`config.mk`:
```
export PLATFORM = sky130hd
export DESIGN_NAME = fft_config_scheduler
export DESIGN_NICKNAME = d
export VERILOG_FILES = /design/src/rtl/fft_config_scheduler_pkg.sv /design/src/rtl/fft_config_scheduler_rr_arbiter_2.sv /design/src/rtl/fft_config_scheduler.sv
export SDC_FILE = /design/constraint.sdc
export NUM_CORES = 1
export LEC_CHECK = 0
export CAP_MARGIN = 5
export CELL_PAD_IN_SITES_DETAIL_PLACEMENT = 1
export CELL_PAD_IN_SITES_GLOBAL_PLACEMENT = 2
export CORE_ASPECT_RATIO = 0.6
export CORE_MARGIN = 8
export CORE_UTILIZATION = 25
export CTS_CLUSTER_DIAMETER = 120
export DETAILED_ROUTE_END_ITERATION = 10
export PLACE_DENSITY = 0.81
export SLEW_MARGIN = 5
export SYNTH_ARGS = -nofsm -noshare
export SYNTH_HDL_FRONTEND = slang
export SYNTH_SLANG_ARGS = --single-unit
```
`constraint.sdc`:
```
create_clock -name aclk -period 2.5 [get_ports aclk]
set_clock_uncertainty 0.15 [all_clocks]
set_input_delay 0.25 -clock aclk [delete_from_list [all_inputs] [get_ports aclk]]
set_output_delay 0.25 -clock aclk [all_outputs]
set_load 0.05 [all_outputs]
```
`src/rtl/fft_config_scheduler_pkg.sv`:
```
// Shared types and bit positions for the FFT core time-sharing scheduler.
package fft_config_scheduler_pkg;

   typedef enum logic [1:0] {
      StIdle,
      StCfg,
      StRun
   } state_e;

   localparam int unsigned FWD_INV_BIT = 0;
   localparam int unsigned SCALE_LSB   = 1;

endpackage

```
`src/rtl/fft_config_scheduler_rr_arbiter_2.sv`:
```
// Two-way round-robin arbiter: combinational winner, registered last-served owner.
module fft_config_scheduler_rr_arbiter_2 (
   input  logic aclk_i,
   input  logic areset_i,
   input  logic req_fwd_i,
   input  logic req_inv_i,
   input  logic update_i,
   output logic gnt_fwd_o,
   output logic last_fwd_o
);

   logic last_fwd_q, last_fwd_d;

   // On contention the side that was not served last wins.
   always_comb begin
      gnt_fwd_o = 1'b0;
      if (req_fwd_i && req_inv_i) begin
         gnt_fwd_o = ~last_fwd_q;
      end else if (req_fwd_i) begin
         gnt_fwd_o = 1'b1;
      end
   end

   always_comb begin
      last_fwd_d = last_fwd_q;
      if (update_i) begin
         last_fwd_d = gnt_fwd_o;
      end
   end

   always_ff @(posedge aclk_i) begin
      if (areset_i) begin
         last_fwd_q <= 1'b0;
      end else begin
         last_fwd_q <= last_fwd_d;
      end
   end

   assign last_fwd_o = last_fwd_q;

endmodule

```
`src/rtl/fft_config_scheduler.sv`:
```
// Time-shares one FFT core between forward and inverse requesters: arbitrate, send one
// config word, grant the datapath until frame completion or watchdog expiry.
module fft_config_scheduler
   import fft_config_scheduler_pkg::*;
#(
   parameter int unsigned                 CFG_WIDTH    = 24,
   parameter int unsigned                 STATUS_WIDTH = 24,
   parameter logic        [CFG_WIDTH-2:0] SCALE_FWD    = 23'h0AAA,
   parameter logic        [CFG_WIDTH-2:0] SCALE_INV    = 23'h0555,
   parameter int unsigned                 TIMEOUT      = 4096
) (
   input  logic                    aclk,
   input  logic                    areset,
   input  logic                    req_fwd,
   input  logic                    req_inv,
   output logic                    grant_fwd,
   output logic                    grant_inv,
   output logic [CFG_WIDTH-1:0]    m_axis_config_tdata,
   output logic                    m_axis_config_tvalid,
   input  logic                    m_axis_config_tready,
   input  logic [STATUS_WIDTH-1:0] s_axis_status_tdata,
   input  logic                    s_axis_status_tvalid,
   output logic                    s_axis_status_tready,
   input  logic                    frame_done,
   output logic [STATUS_WIDTH-1:0] status_data,
   output logic                    status_valid,
   output logic                    busy,
   output logic                    timeout_err,
   output logic [15:0]             frame_count
);

   localparam int unsigned WdW    = $clog2(TIMEOUT);
   localparam logic [WdW-1:0] WdLast = WdW'(TIMEOUT - 1);

   state_e                  state_q, state_d;
   logic [WdW-1:0]          wdog_q, wdog_d;
   logic [15:0]             frame_count_q, frame_count_d;
   logic                    timeout_err_q, timeout_err_d;
   logic [STATUS_WIDTH-1:0] status_data_q, status_data_d;
   logic                    status_valid_q, status_valid_d;
   logic                    arb_update;
   logic                    arb_gnt_fwd;
   logic                    owner_fwd;

   // owner_fwd is the last-served side, which is the current owner in CFG and RUN.
   fft_config_scheduler_rr_arbiter_2 u_arb (
      .aclk_i     (aclk),
      .areset_i   (areset),
      .req_fwd_i  (req_fwd),
      .req_inv_i  (req_inv),
      .update_i   (arb_update),
      .gnt_fwd_o  (arb_gnt_fwd),
      .last_fwd_o (owner_fwd)
   );

   always_comb begin
      state_d       = state_q;
      wdog_d        = wdog_q;
      frame_count_d = frame_count_q;
      timeout_err_d = timeout_err_q;
      arb_update    = 1'b0;
      unique case (state_q)
         StIdle: begin
            if (req_fwd || req_inv) begin
               state_d    = StCfg;
               arb_update = 1'b1;
            end
         end
         StCfg: begin
            if (m_axis_config_tready) begin
               state_d = StRun;
               wdog_d  = '0;
            end
         end
         StRun: begin
            if (frame_done) begin
               state_d       = StIdle;
               frame_count_d = frame_count_q + 16'd1;
            end else if (wdog_q == WdLast) begin
               state_d       = StIdle;
               timeout_err_d = 1'b1;
            end else begin
               wdog_d = wdog_q + 1'b1;
            end
         end
         default: state_d = StIdle;
      endcase
   end

   always_comb begin
      status_data_d  = status_data_q;
      status_valid_d = s_axis_status_tvalid;
      if (s_axis_status_tvalid) begin
         status_data_d = s_axis_status_tdata;
      end
   end

   always_ff @(posedge aclk) begin
      if (areset) begin
         state_q        <= StIdle;
         wdog_q         <= '0;
         frame_count_q  <= '0;
         timeout_err_q  <= 1'b0;
         status_data_q  <= '0;
         status_valid_q <= 1'b0;
      end else begin
         state_q        <= state_d;
         wdog_q         <= wdog_d;
         frame_count_q  <= frame_count_d;
         timeout_err_q  <= timeout_err_d;
         status_data_q  <= status_data_d;
         status_valid_q <= status_valid_d;
      end
   end

   always_comb begin
      m_axis_config_tdata = '0;
      if (state_q == StCfg) begin
         m_axis_config_tdata[CFG_WIDTH-1:SCALE_LSB] = owner_fwd ? SCALE_FWD : SCALE_INV;
         m_axis_config_tdata[FWD_INV_BIT]           = owner_fwd;
      end
   end

   assign m_axis_config_tvalid = (state_q == StCfg);
   assign grant_fwd            = (state_q == StRun) && owner_fwd;
   assign grant_inv            = (state_q == StRun) && !owner_fwd;
   assign busy                 = (state_q != StIdle);
   assign s_axis_status_tready = 1'b1;
   assign status_data          = status_data_q;
   assign status_valid         = status_valid_q;
   assign timeout_err          = timeout_err_q;
   assign frame_count          = frame_count_q;

endmodule

```
==> results.md, run 1 <==
- The startpoint of the most critical hold path is areset.
- After floorplanning, the core was divided into 28 placement rows.
- The count of cells along the worst hold path is 2.
- The clock tree root driver cell is clkbuf_16.
- The run finished with clean final reports.
- The number of flops mapped to enable cells by yosys is 0.
- The post-placement cell count is 495.
- The number of instances in the synthesized netlist is 287.
- The slew at the pin with the worst max-slew slack is 700 ps.
- The layout overhead on the synthesized area is 45.9%.
- The combinational family with the most area after synthesis is simple AND/OR/NAND/NOR gates.
- Subtracting the final worst setup slack from the clock period gives 2340 ps.
- The routed via count is between 2k and 2.5k.
- The first global-routing pass estimated 12.6 mm of wire.
- The starting density of the core is 26.0%.
- Across the run, the number of max-cap violations was 0.
- Dividing the detail-routed wire length by the instance count gives roughly 15 um.
- The later-pin clock latency in the skew report is 320 ps.
- The cell area power density is 673 nW/um^2.
- The CTS sink count is 57.
- Timing would allow up to 427 MHz.
- The number of I/O port buffers is 89.
- STA classifies the critical path startpoint as a flip-flop.
- In this run the critical register-to-register path is captured at wdog_q[10].
- The number of antenna violations at the first check in global routing is 0.
- The number of warnings issued by yosys is 0.
- The core footprint is between 9000 and 10000 sq um.
- The maximum number of pins on one net before global-route repair is 26.
- The worst setup path is captured at an output pin.
- The tightest min-delay check is of the input port to flip-flop type.
- In the detailed route, the total length drawn on met2 is roughly 3.3 mm.
- The die covers 14000 sq um.
- The number of buffers on the longest clock path is 2.
- The register clock-pin slew on the reported worst setup and hold paths is 50 ps.
- The routed length on met1 is ~3.6 mm.
- The detailed-route wire length is 7.75 mm.
- Global routing used 11.3% of the available tracks across all layers.
- IR analysis of the VDD net gives a maximum drop of approximately 0.38 mV.
- The number of top-level design ports is 102.
- Synthesis inferred 57 register bits.
- The arrival time at the worst endpoint is 1940 ps.
- In this run the static leakage power is 1.49 nW.
- The synthesized netlist contains 43 unique library cells.
- The synthesized netlist devotes 8.78% of its cell area to compound gates.
- The setup-violating endpoint count in the final report is 0.
- The final instance count without filler cells is 511.
- After routing, the total negative slack on setup checks comes to 0 ps.
- The summed instance area of the synthesized netlist is between 2000 and 3000 sq um.
- The number of fill cells in the layout is approximately 1.2k.
- The number of antenna cells inserted is 0.
- The routed via count divided by cell count is 4.45.
- Across all register-to-register paths, the minimum setup slack is 350 ps.
- After synthesis, the share of cell area in mux cells is 9.65%.
- Of the available clock period, the critical path in the final layout requires 93.7%.
- The number of global-route vias before repair is 2326.
- The terminating pin of the worst hold path is frame_count[2].
- The number of iterations in the first detailed-routing pass is 4.
- The startpoint of the most critical register-to-register path is wdog_q[0].
- The final RePlAce weighted congestion is around 0.76.
- The arithmetic-cell share of the synthesized area counting full adders, half adders and majority gates is 0.965%.
- Setup repair after global routing left no endpoint under its margin.
- The cts-stage hold buffer count is 0.
- After Yosys synthesis, and, or, nand and nor cells account for 22.2% of the synthesized area.
- The floorplan step set the die height to 94.9 um.
- The width of the die is 147 um.
- The count of nets left with antenna violations once routing finished came out at 0.
- Signal routing reaches up to met4.
- The length in cells of the worst reg-to-reg path is 6.
- Cells with a size suffix above 1 make up 13.0% of the layout.
- The violation count after the first detailed-route iteration is 65.
- The sequential-to-total area share from yosys stat is roughly 44%.
- The most common flop cell mapped by yosys is dfxtp_1.
- The data required time of the critical path is 2100 ps.
- The deepest level of the CTS H-tree is 3.
- The hold violation count in the final report is 0.
- In the final design database the tool counted about 400 nets.
- In this run the tightest slew margin relative to its limit is 53.2%.
- The detailed-placement wirelength estimate is 5.95 mm.
- The class of the most critical setup path is flip-flop to output pin.
- TritonCTS built the clock tree.
- The max-slew violation total from the final report is 0.
- Summing the areas of all xor and xnor instances in the mapped netlist gives 5.07% of the synthesized area.
- Global routing finished with a remaining overflow of 0.
- Prior to clock tree synthesis, the placed netlist has a worst setup slack of 23.3 ps.
- Of all flip-flops after synthesis, the portion carrying an async set or reset was 0%.
- Of all nets on the critical path, the largest fanout is 10.
- The routed length on met3 is 835 um.
- Once routing completed, OpenROAD measured the worst setup slack at 157 ps.
- The count of unresolved DRC violations after routing is 0.
- The number of buffers added by the clock tree synthesis step is 9.
- A synthesized cell averages 9.03 sq um.
-- where the power goes --
| group | total (mW) | switching (mW) | internal (mW) |
|---|---|---|---|
| registers | 0.960 | 0.0210 | 0.939 |
| clock network | 1.13 | 0.414 | 0.719 |
| logic | 0.452 | 0.300 | 0.152 |
-- through the flow --
stage	power (mW)	util [%]	instance area (sq um)	hold WS, ps
2_1_floorplan	1.30	-	2630	192
3_3_place_gp	1.43	35.0	3490	306
3_5_place_dp	1.43	35.0	3490	322
6_report	2.54	37.9	3780	161
4_1_cts	2.59	37.8	3770	157
5_1_grt	2.66	37.9	3780	175
-- layout by cell type (no fill, tap or decap), types with 2 or more instances in the layout --
| master | count |
|---|---|
| clkbuf_16 | 9 |
| a31oi_1 | 4 |
| nor2_1 | 50 |
| clkbuf_8 | 2 |
| conb_1 | 12 |
| nand2_1 | 15 |
| buf_4 | 23 |
| o21ai_0 | 2 |
| clkbuf_1 | 2 |
| inv_1 | 2 |
| and2_1 | 6 |
| nand4_1 | 4 |
| dfxtp_1 | 57 |
| xor2_1 | 10 |
| nor3_2 | 2 |
| and3_1 | 5 |
| clkdlybuf4s50_1 | 73 |
| nor3_1 | 4 |
| o21ai_1 | 6 |
| nand3_1 | 13 |
| ha_1 | 2 |
| nand4b_1 | 2 |
| xnor2_1 | 5 |
| nor2b_1 | 2 |
| or3_1 | 3 |
| clkinv_2 | 3 |
| a21oi_1 | 11 |
| a311oi_1 | 2 |
| mux2i_1 | 25 |
-- layout make-up --
| type | instances | area [sq um] | area share (%) |
|---|---|---|---|
| clock buffers | 13 | 260 | 6.88 |
| clock inverters | 3 | 15.0 | 0.397 |
| inverters | 2 | 7.51 | 0.198 |
| multi-input cells | 203 | 1270 | 33.6 |
| flip-flops and latches | 57 | 1140 | 30.2 |
| well taps | 135 | 169 | 4.46 |
| repair buffers | 98 | 921 | 24.3 |
-- kinds of logic (layout without fill, tap and decap cells) --
group           after synthesis  count (layout)
simple gates                116             116
flops                        57              57
buf+inv                      37             116
other cells                   2              12
xor+xnor                     15              15
fa+ha+maj                     2               2
compound gates               33              33
mux                          25              25
-- Yosys cell counts, types with 2 or more instances --
master,n,share of area (%)
nor2b_1,3,0.72
or3_1,3,0.72
and3_1,5,1.2
a31oi_1,4,0.97
nand2_1,15,2.2
nand3_1,13,2.5
nor2_1,50,7.2
nand4b_1,2,0.68
and2_1,6,1.4
buf_2,3,0.58
clkbuf_1,8,1.2
o21ai_0,2,0.39
nor3_1,4,0.77
a311oi_1,2,0.68
mux2i_1,25,9.7
conb_1,2,0.29
a21oi_1,11,2.1
ha_1,2,0.97
dfxtp_1,57,44
buf_4,24,6.9
inv_1,2,0.29
nor3_2,2,0.77
o21ai_1,6,1.2
xnor2_1,5,1.7
nand4_1,4,0.97
xor2_1,10,3.4
-- worst max-delay path, stage by stage (launching register included) --
cell and delay (ps):
dfxtp_1 380, nand2b_1 290, nor2_1 130, clkdlybuf4s50_1 810
-- flip-flops by register name, summed over array words and instances, names as in the netlist --
name / flops
frame_count: 16
state_q: 2
status_data: 24
status_valid: 1
timeout_err: 1
u_arb.last_fwd_o: 1
wdog_q: 12
-- repair_timing --
item	4_1_cts	5_1_grt
endpoints found under the hold margin	0	0
gates resized for setup	0	2
endpoints found under the setup margin	0	10
setup buffers	0	0
-- worst max-delay path by stage --
stage | startpoint | to | slack [ps] | cells after the start
after detailed placement | wdog_q[0] | wdog_q[10] | 20 | 6
after floorplan | state_q[0] | m_axis_config_tdata[11] | 180 | 4
after CTS | wdog_q[0] | wdog_q[10] | 20 | 6
after global placement | wdog_q[0] | wdog_q[10] | 150 | 6
after global routing | state_q[0] | grant_inv | 50 | 3
final | state_q[0] | grant_inv | 160 | 3
-- layer usage --
metal | up-vias | track usage, %
met1 | 1088 | 13.9
met4 | 0 | 2.53
met5 | - | 0
li1 | 1113 | -
met2 | 68 | 16.2
met3 | 7 | 7.40
Power figures use the tool's default switching activity.
==> run 2, diff against run 1 <==
--- a/config.mk
+++ b/config.mk
@@ -10,10 +10,11 @@
 export CELL_PAD_IN_SITES_GLOBAL_PLACEMENT = 2
 export CORE_ASPECT_RATIO = 0.6
 export CORE_MARGIN = 8
-export CORE_UTILIZATION = 25
+export CORE_UTILIZATION = 27
 export CTS_CLUSTER_DIAMETER = 120
 export DETAILED_ROUTE_END_ITERATION = 10
-export PLACE_DENSITY = 0.81
+export HOLD_SLACK_MARGIN = 0.05
+export PLACE_DENSITY = 0.87
 export SLEW_MARGIN = 5
 export SYNTH_ARGS = -nofsm -noshare
 export SYNTH_HDL_FRONTEND = slang
==> constraint.sdc (replaced) <==
create_clock -name aclk -period 2.7 [get_ports aclk]
set_clock_uncertainty 0.15 [all_clocks]
set_input_delay 0.27 -clock aclk [delete_from_list [all_inputs] [get_ports aclk]]
set_output_delay 0.27 -clock aclk [all_outputs]
set_load 0.05 [all_outputs]
==> run 2 against run 1 <==
Net effect: worst hold slack gained 170 ps; sequential cell count unchanged; setup slack gained 120 ps; highest routed layer unchanged.
==> results.md, run 2 (same netlist as run 1, synthesis figures left out) <==
- The deepest level of the CTS H-tree came to 3 (unchanged).
- The highest clock rate is just over 400 MHz.
- The relative slew slack is 54.0% (+0.84 points).
- The destination of the worst register-to-register timing path is wdog_q[10].
- TritonCTS built the clock tree.
- The terminating pin of the worst hold path is frame_count[6].
- The later-pin clock latency in the skew report came to 320 ps (about the same).
- The area occupied by registers is 1140 sq um (unchanged).
- The core footprint is 9260 sq um (-7.3%).
- The count of nets left with antenna violations after detail routing is 0 (unchanged).
- The layout overhead on the synthesized area is 45.7%.
- The count of unresolved DRC violations after routing came to 0 (unchanged).
- The detailed-route wire length was 7.86 mm (+1.4%).
- The setup slack on the worst flop-to-flop path is 480 ps (+130 ps).
- The multi-input logic area was 1260 sq um (-1.1%).
- The first-pass GRT wire length is 12.5 mm (-0.27%).
- The number of standard-cell rows in the floorplan came to 27 (-3.6%).
- The startpoint identified for the worst hold timing path is areset.
- In this run the critical register-to-register path is launched from wdog_q[0].
- The height of the die came to 91.9 um (-3.1%).
- The share of post-route cells with drive strength above 1 is 8.09% (-4.9 points).
- The leakage power is 1.57 nW (+5.1%).
- The width of the die is 143 um (-3.4%).
- The setup-violating endpoint count in the final report was 0 (unchanged).
- The cell area power density is 609 nW/um^2 (-9.4%).
- The library cells used most frequently in the layout, excluding fill and tap cells, are clkdlybuf4s50_1 (75), dfxtp_1 (57), nor2_1 (50).
- STA classifies the critical path endpoint as an output pin.
- The per-cell routed wire length was 15.7 um (+3.4%).
- The final RePlAce weighted congestion is 0.757 (-0.70%).
- The total die area came to 13100 sq um (-6.4%).
- The net total in the final layout came to 400 (-0.99%).
- The number of global-route vias before repair is 2394 (+2.9%).
- The worst path in the final design needs a cycle of 2420 ps, including I/O delays and setup.
- The violation count after the first detailed-route iteration is 78 (+20%).
- The largest vdd supply drop is 0.300 mV (-21%).
- The commonest non-fill, non-tap cell in the layout is clkdlybuf4s50_1.
- The worst hold margin is 331 ps (+171 ps).
- The detailed-placement wirelength estimate is 5.78 mm (-2.9%).
- The count of cells along the worst hold path came to 2 (unchanged).
- The routed via count is 2283 (+0.31%).
- The flow ran to the end, and the final reports show no timing, DRC or antenna violations.
- The overall fraction of global-route tracks in use is 12.0% (+0.64 points).
- The routed via count divided by cell count is 4.56 (+2.3%).
- The number of buffers on the longest clock path came to 2 (unchanged).
- The maximum number of pins on one net before global-route repair is 35 (+35%).
- Of the available clock period, the critical path in the final layout requires 89.6%.
- The number of buffers inserted to repair setup after CTS is 0 (unchanged).
- The arrival time at the worst endpoint was 2000 ps (+60 ps).
- Setup repair after global routing left no endpoint under its margin.
- The number of I/O port buffers was 89 (unchanged).
- The register clock-pin slew on the reported worst setup and hold paths is 50 ps (about the same).
- The number of antenna violations at the first check in global routing is 0 (unchanged).
- The residual overflow from global routing is 0 (unchanged).
- The number of fill cells in the layout is 1095 (-5.6%).
- The data required time of the critical path is 2280 ps (+180 ps).
- The max-slew violation total from the final report is 0 (unchanged).
- The number of buffers added by the clock tree synthesis step is 9 (unchanged).
- The largest fanout on the critical path was 9 (-1).
- The clock tree root driver cell is clkbuf_16.
- The CTS sink count is 57 (unchanged).
- The number of iterations in the first detailed-routing pass came to 4 (unchanged).
- The type of the tightest min-delay check is input port to flip-flop.
- The startpoint class of the critical path is a flip-flop.
- The number of top-level design ports is 102 (unchanged).
- The number of antenna cells inserted is 0 (unchanged).
- The max-capacitance violation count is 0 (unchanged).
- The cts-stage hold buffer count came to 0 (unchanged).
- The starting density of the core came to 28.0% (+2.0 points).
- The number of flip-flops in the largest register was 24 (unchanged).
- The setup path with the least slack is of type flip-flop to output pin.
- The hold violation count in the final report is 0 (unchanged).
- The final core utilization is 40.8% (+2.9 points).
- The total negative setup slack is 0 ps (unchanged).
- The length in cells of the worst reg-to-reg path was 7 (+1).
- The slew at the pin with the worst max-slew slack is 690 ps (-10.2 ps).
run 2: cell types whose count changed in the layout (fill, tap and decap cells not counted), moves of 2 or more:
cell             delta
buf_4              -19
clkdlybuf4s50_1     +2
dlymetal6s2s_1      +6
dlygate4sd2_1       +6
run 2: worst max-delay path by stage:
stage                          start                       to  slack (ps)  cells past startpoint
after floorplan           state_q[0]  m_axis_config_tdata[11]          40                      4
after global placement    state_q[0]   m_axis_config_tdata[9]         400                      3
after detailed placement  state_q[0]   m_axis_config_tdata[3]         280                      3
after CTS                 state_q[0]  m_axis_config_tdata[12]          40                      3
after global routing      state_q[0]  m_axis_config_tdata[11]         140                      3
final                     state_q[1]                grant_inv         280                      3
run 2: final cells by class:
type,count,area share [%]
inverter,2,0.199
tap,130,4.31
clock buffer,11,6.43
sequential,57,30.2
clock inverter,4,0.530
timing repair buffer,94,25.0
multi-input combinational,203,33.3
run 2: layer usage:
metal  global-route usage (%)  wire length [um]
met5                        0                 0
met4                     3.43                53
met3                     7.29               966
met2                     17.4              3210
met1                     14.4              3630
run 2: what timing repair did:
action | in CTS | in global routing
setup endpoints to repair | 6 | 7
cloned | 0 | 0
resized for setup | 6 | 7
run 2: worst max-delay path, cell delays in order (launching register included):
cell	delay, ps
dfxtp_1	460
nand2b_1	250
nor2_1	150
clkdlybuf4s50_1	820
run 2: power breakdown:
group | total, mW | internal [mW] | switching (mW) | leakage, nW
Sequential | 0.890 | 0.870 | 0.0201 | 0.465
Clock | 0.997 | 0.632 | 0.365 | 0.135
Combinational | 0.414 | 0.138 | 0.276 | 0.965
Total | 2.30 | 1.64 | 0.661 | 1.56
run 2: stage by stage:
step	area [sq um]	setup WS, ps	cells	power, mW
2_1_floorplan	2630	43.1	297	1.20
3_3_place_gp	3500	398	486	1.32
3_5_place_dp	3500	278	486	1.33
4_1_cts	3760	39.6	501	2.35
5_1_grt	3780	142	501	2.40
6_report	3780	280	501	2.30
==> run 3, diff against run 2 <==
==> constraint.sdc (replaced) <==
create_clock -name aclk -period 2.7 [get_ports aclk]
set_clock_uncertainty 0.15 [all_clocks]
set_input_delay 0.27 -clock aclk [delete_from_list [all_inputs] [get_ports aclk]]
set_output_delay 0.27 -clock aclk [all_outputs]
set_load 0.1 [all_outputs]
==> run 3 against run 2 <==
Net effect: final area shrank 2.7%; count of clock-buffer cells in the layout grew 4; sequential share of layout area grew 0.84 points; maximum frequency shrank 2.8%; die area is the same; routed wire length shrank 2.6%; setup slack lost 69 ps; critical path type is now flip-flop to flip-flop; critical endpoint is now wdog_q[10]; highest routed layer unchanged.
==> results.md, run 3 (same netlist as run 1, synthesis figures left out) <==
- Setup repair after global routing left no endpoint under its margin.
- The net total in the final layout came to 401 (+0.25%).
- The detailed-route wire length is 7.66 mm (-2.6%).
- The residual overflow from global routing is 0 (unchanged).
- The length in cells of the worst reg-to-reg path was 6 (-1).
- The maximum number of pins on one net before global-route repair was 32 (-8.6%).
- The starting density of the core is 28.0% (unchanged).
- The startpoint of the most critical hold path is areset.
- The max-slew violation total from the final report is 0 (unchanged).
- The count of cells along the worst hold path was 2 (unchanged).
- The number of iterations in the first detailed-routing pass is 4 (unchanged).
- The number of top-level design ports came to 102 (unchanged).
- The largest fanout on the critical path is 11 (+2).
- The deepest level of the CTS H-tree is 3 (unchanged).
- The final worst-path cycle share is 92.2% (+2.6 points).
- The net switching fraction of the power came to 33.1% (+4.4 points).
- The width of the die came to 143 um (unchanged).
- The number of flip-flops in the largest register was 24 (unchanged).
- The number of buffers added by the clock tree synthesis step is 9 (unchanged).
- The routed via count divided by cell count was 4.46 (-2.1%).
- The per-cell routed wire length is 15.2 um (-3.0%).
- The final RePlAce weighted congestion came to 0.772 (+1.9%).
- The setup-violating endpoint count in the final report came to 0 (unchanged).
- The post-layout minimum cycle time came to 2490 ps (+69.4 ps).
- The top cell types in the final layout, fill and taps aside, are buf_4 (65), dfxtp_1 (57), nor2_1 (50).
- The max-capacitance violation count is 0 (unchanged).
- The cts-stage hold buffer count is 0 (unchanged).
- The total die area is 13100 sq um (unchanged).
- The clock group share of total power is 43.6% (+0.3 points).
- The critical path endpoint category is a flip-flop.
- The arrival time at the worst endpoint is 2580 ps (+580 ps).
- The total negative setup slack was 0 ps (unchanged).
- The final total power came to 2.65 mW (+15%).
- The routed via count came to 2245 (-1.7%).
- The largest vdd supply drop was 0.304 mV (+1.2%).
- The register clock-pin slew on the reported worst setup and hold paths came to 50 ps (about the same).
- The first-pass GRT wire length came to 12.4 mm (-1.5%).
- The switching component of the power is 0.877 mW (+33%).
- The number of antenna cells inserted is 0 (unchanged).
- The setup slack on the worst flop-to-flop path is 210 ps (-270 ps).
- The worst hold margin came to 297 ps (-34.0 ps).
- The cell-internal power was 1.77 mW (+7.8%).
- The commonest non-fill, non-tap cell in the layout is buf_4.
- The overall fraction of global-route tracks in use is 11.8% (-0.14 points).
- The number of instances resized during post-cts repair is 0 (-6).
- The relative slew slack came to 30.7% (-23 points).
- The class of the most critical setup path is flip-flop to flip-flop.
- The share of post-route cells with drive strength above 1 is 25.5% (+17 points).
- The worst hold path terminates at timeout_err.
- The slew at the pin with the worst max-slew slack is 1030 ps (+339 ps).
- The flow ran to the end, and the final reports show no timing, DRC or antenna violations.
- The number of standard-cell rows in the floorplan is 27 (unchanged).
- The count of nets left with antenna violations after detail routing came to 0 (unchanged).
- The later-pin clock latency in the skew report is 320 ps (about the same).
- The layout overhead on the synthesized area is 41.7%.
- The count of unresolved DRC violations after routing is 0 (unchanged).
- The number of global-route vias before repair came to 2325 (-2.9%).
- The tree is rooted in a clkbuf_16.
- The number of antenna violations at the first check in global routing is 0 (unchanged).
- The core footprint is 9260 sq um (unchanged).
- The data required time of the critical path came to 2790 ps (+510 ps).
- The CTS sink count was 57 (unchanged).
- The worst hold path belongs to the class input port to flip-flop.
- The violation count after the first detailed-route iteration came to 67 (-14%).
- The startpoint identified for the worst register-to-register timing path is wdog_q[1].
- The sequential group share of total power is 33.7% (-5.0 points).
- The height of the die is 91.9 um (unchanged).
- STA classifies the critical path startpoint as a flip-flop.
- The cell area power density was 720 nW/um^2 (+18%).
- The leakage power came to 1.56 nW (-0.49%).
- The number of buffers on the longest clock path is 2 (unchanged).
- The number of I/O port buffers came to 89 (unchanged).
- The number of buffers inserted to repair setup after CTS is 0 (unchanged).
- The highest clock rate is 402 MHz (-2.8%).
- The hold violation count in the final report was 0 (unchanged).
- The clock tree from TritonCTS is built.
- The destination of the worst register-to-register timing path is wdog_q[10].
- The detailed-placement wirelength estimate is 5.76 mm (-0.29%).
- The power share of the combinational group is 22.7% (+4.7 points).
==> run 3: cell types whose count changed in the layout (fill, tap and decap cells not counted), sizes merged <==
cell / previous run / this run
dlygate4sd2: 6 / 0
buf: 6 / 66
clkdlybuf4s50: 75 / 29
clkinv: 4 / 1
clkbuf: 11 / 15
dlymetal6s2s: 7 / 0
==> run 3: layout make-up <==
| class | count | area [sq um] |
|---|---|---|
| Inverter | 2 | 7.51 |
| Tap cell | 130 | 163 |
| Clock buffer | 15 | 308 |
| Clock inverter | 1 | 5.00 |
| Fill cell | 1093 | 5580 |
| Multi-Input combinational cell | 203 | 1270 |
| Timing Repair Buffer | 95 | 783 |
| Sequential cell | 57 | 1140 |
==> run 3: worst max-delay path, stage by stage (launching register included) <==
cell,delay (ps)
dfxtp_1,390
ha_1,250
and4_1,260
nand2_2,80
o41ai_2,930
a21oi_1,80
a211oi_1,250
==> run 3: power groups by stage <==
stage	Sequential [mW]	Combinational, mW	Clock (mW)
after CTS	0.891	0.606	1.19
final	0.891	0.602	1.15
after floorplan	1.06	0.341	0
after global routing	0.894	0.623	1.24
after detailed placement	0.907	0.605	0
after global placement	0.905	0.600	0
==> run 3: through the flow <==
stage / instance area, sq um / setup WS, ps / util [%] / instances
finish: 3670 / 211 / 39.7 / 503
floorplan: 2640 / 221 / - / 297
global route: 3670 / 33.7 / 39.7 / 503
CTS: 3670 / 230 / 39.7 / 503
global placement: 3360 / 277 / 36.3 / 487
detailed placement: 3360 / 228 / 36.3 / 487
==> run 3: how the worst max path moves through the flow <==
stage          depth (start not counted)  slack (ps)                      end       start
5_1_grt                                6          30               wdog_q[10]   wdog_q[1]
3_5_place_dp                           6         230               wdog_q[10]   wdog_q[1]
2_1_floorplan                          4         220  m_axis_config_tdata[11]  state_q[0]
3_3_place_gp                           6         280               wdog_q[10]   wdog_q[1]
6_report                               6         210               wdog_q[10]   wdog_q[1]
4_1_cts                                6         230               wdog_q[10]   wdog_q[1]
==> run 3: per-layer routing <==
layer	global-route usage (%)	part of all wire, %
met3	5.95	9.7
met5	0	0
met4	3.69	0.86
met2	17.8	43
met1	14.5	47
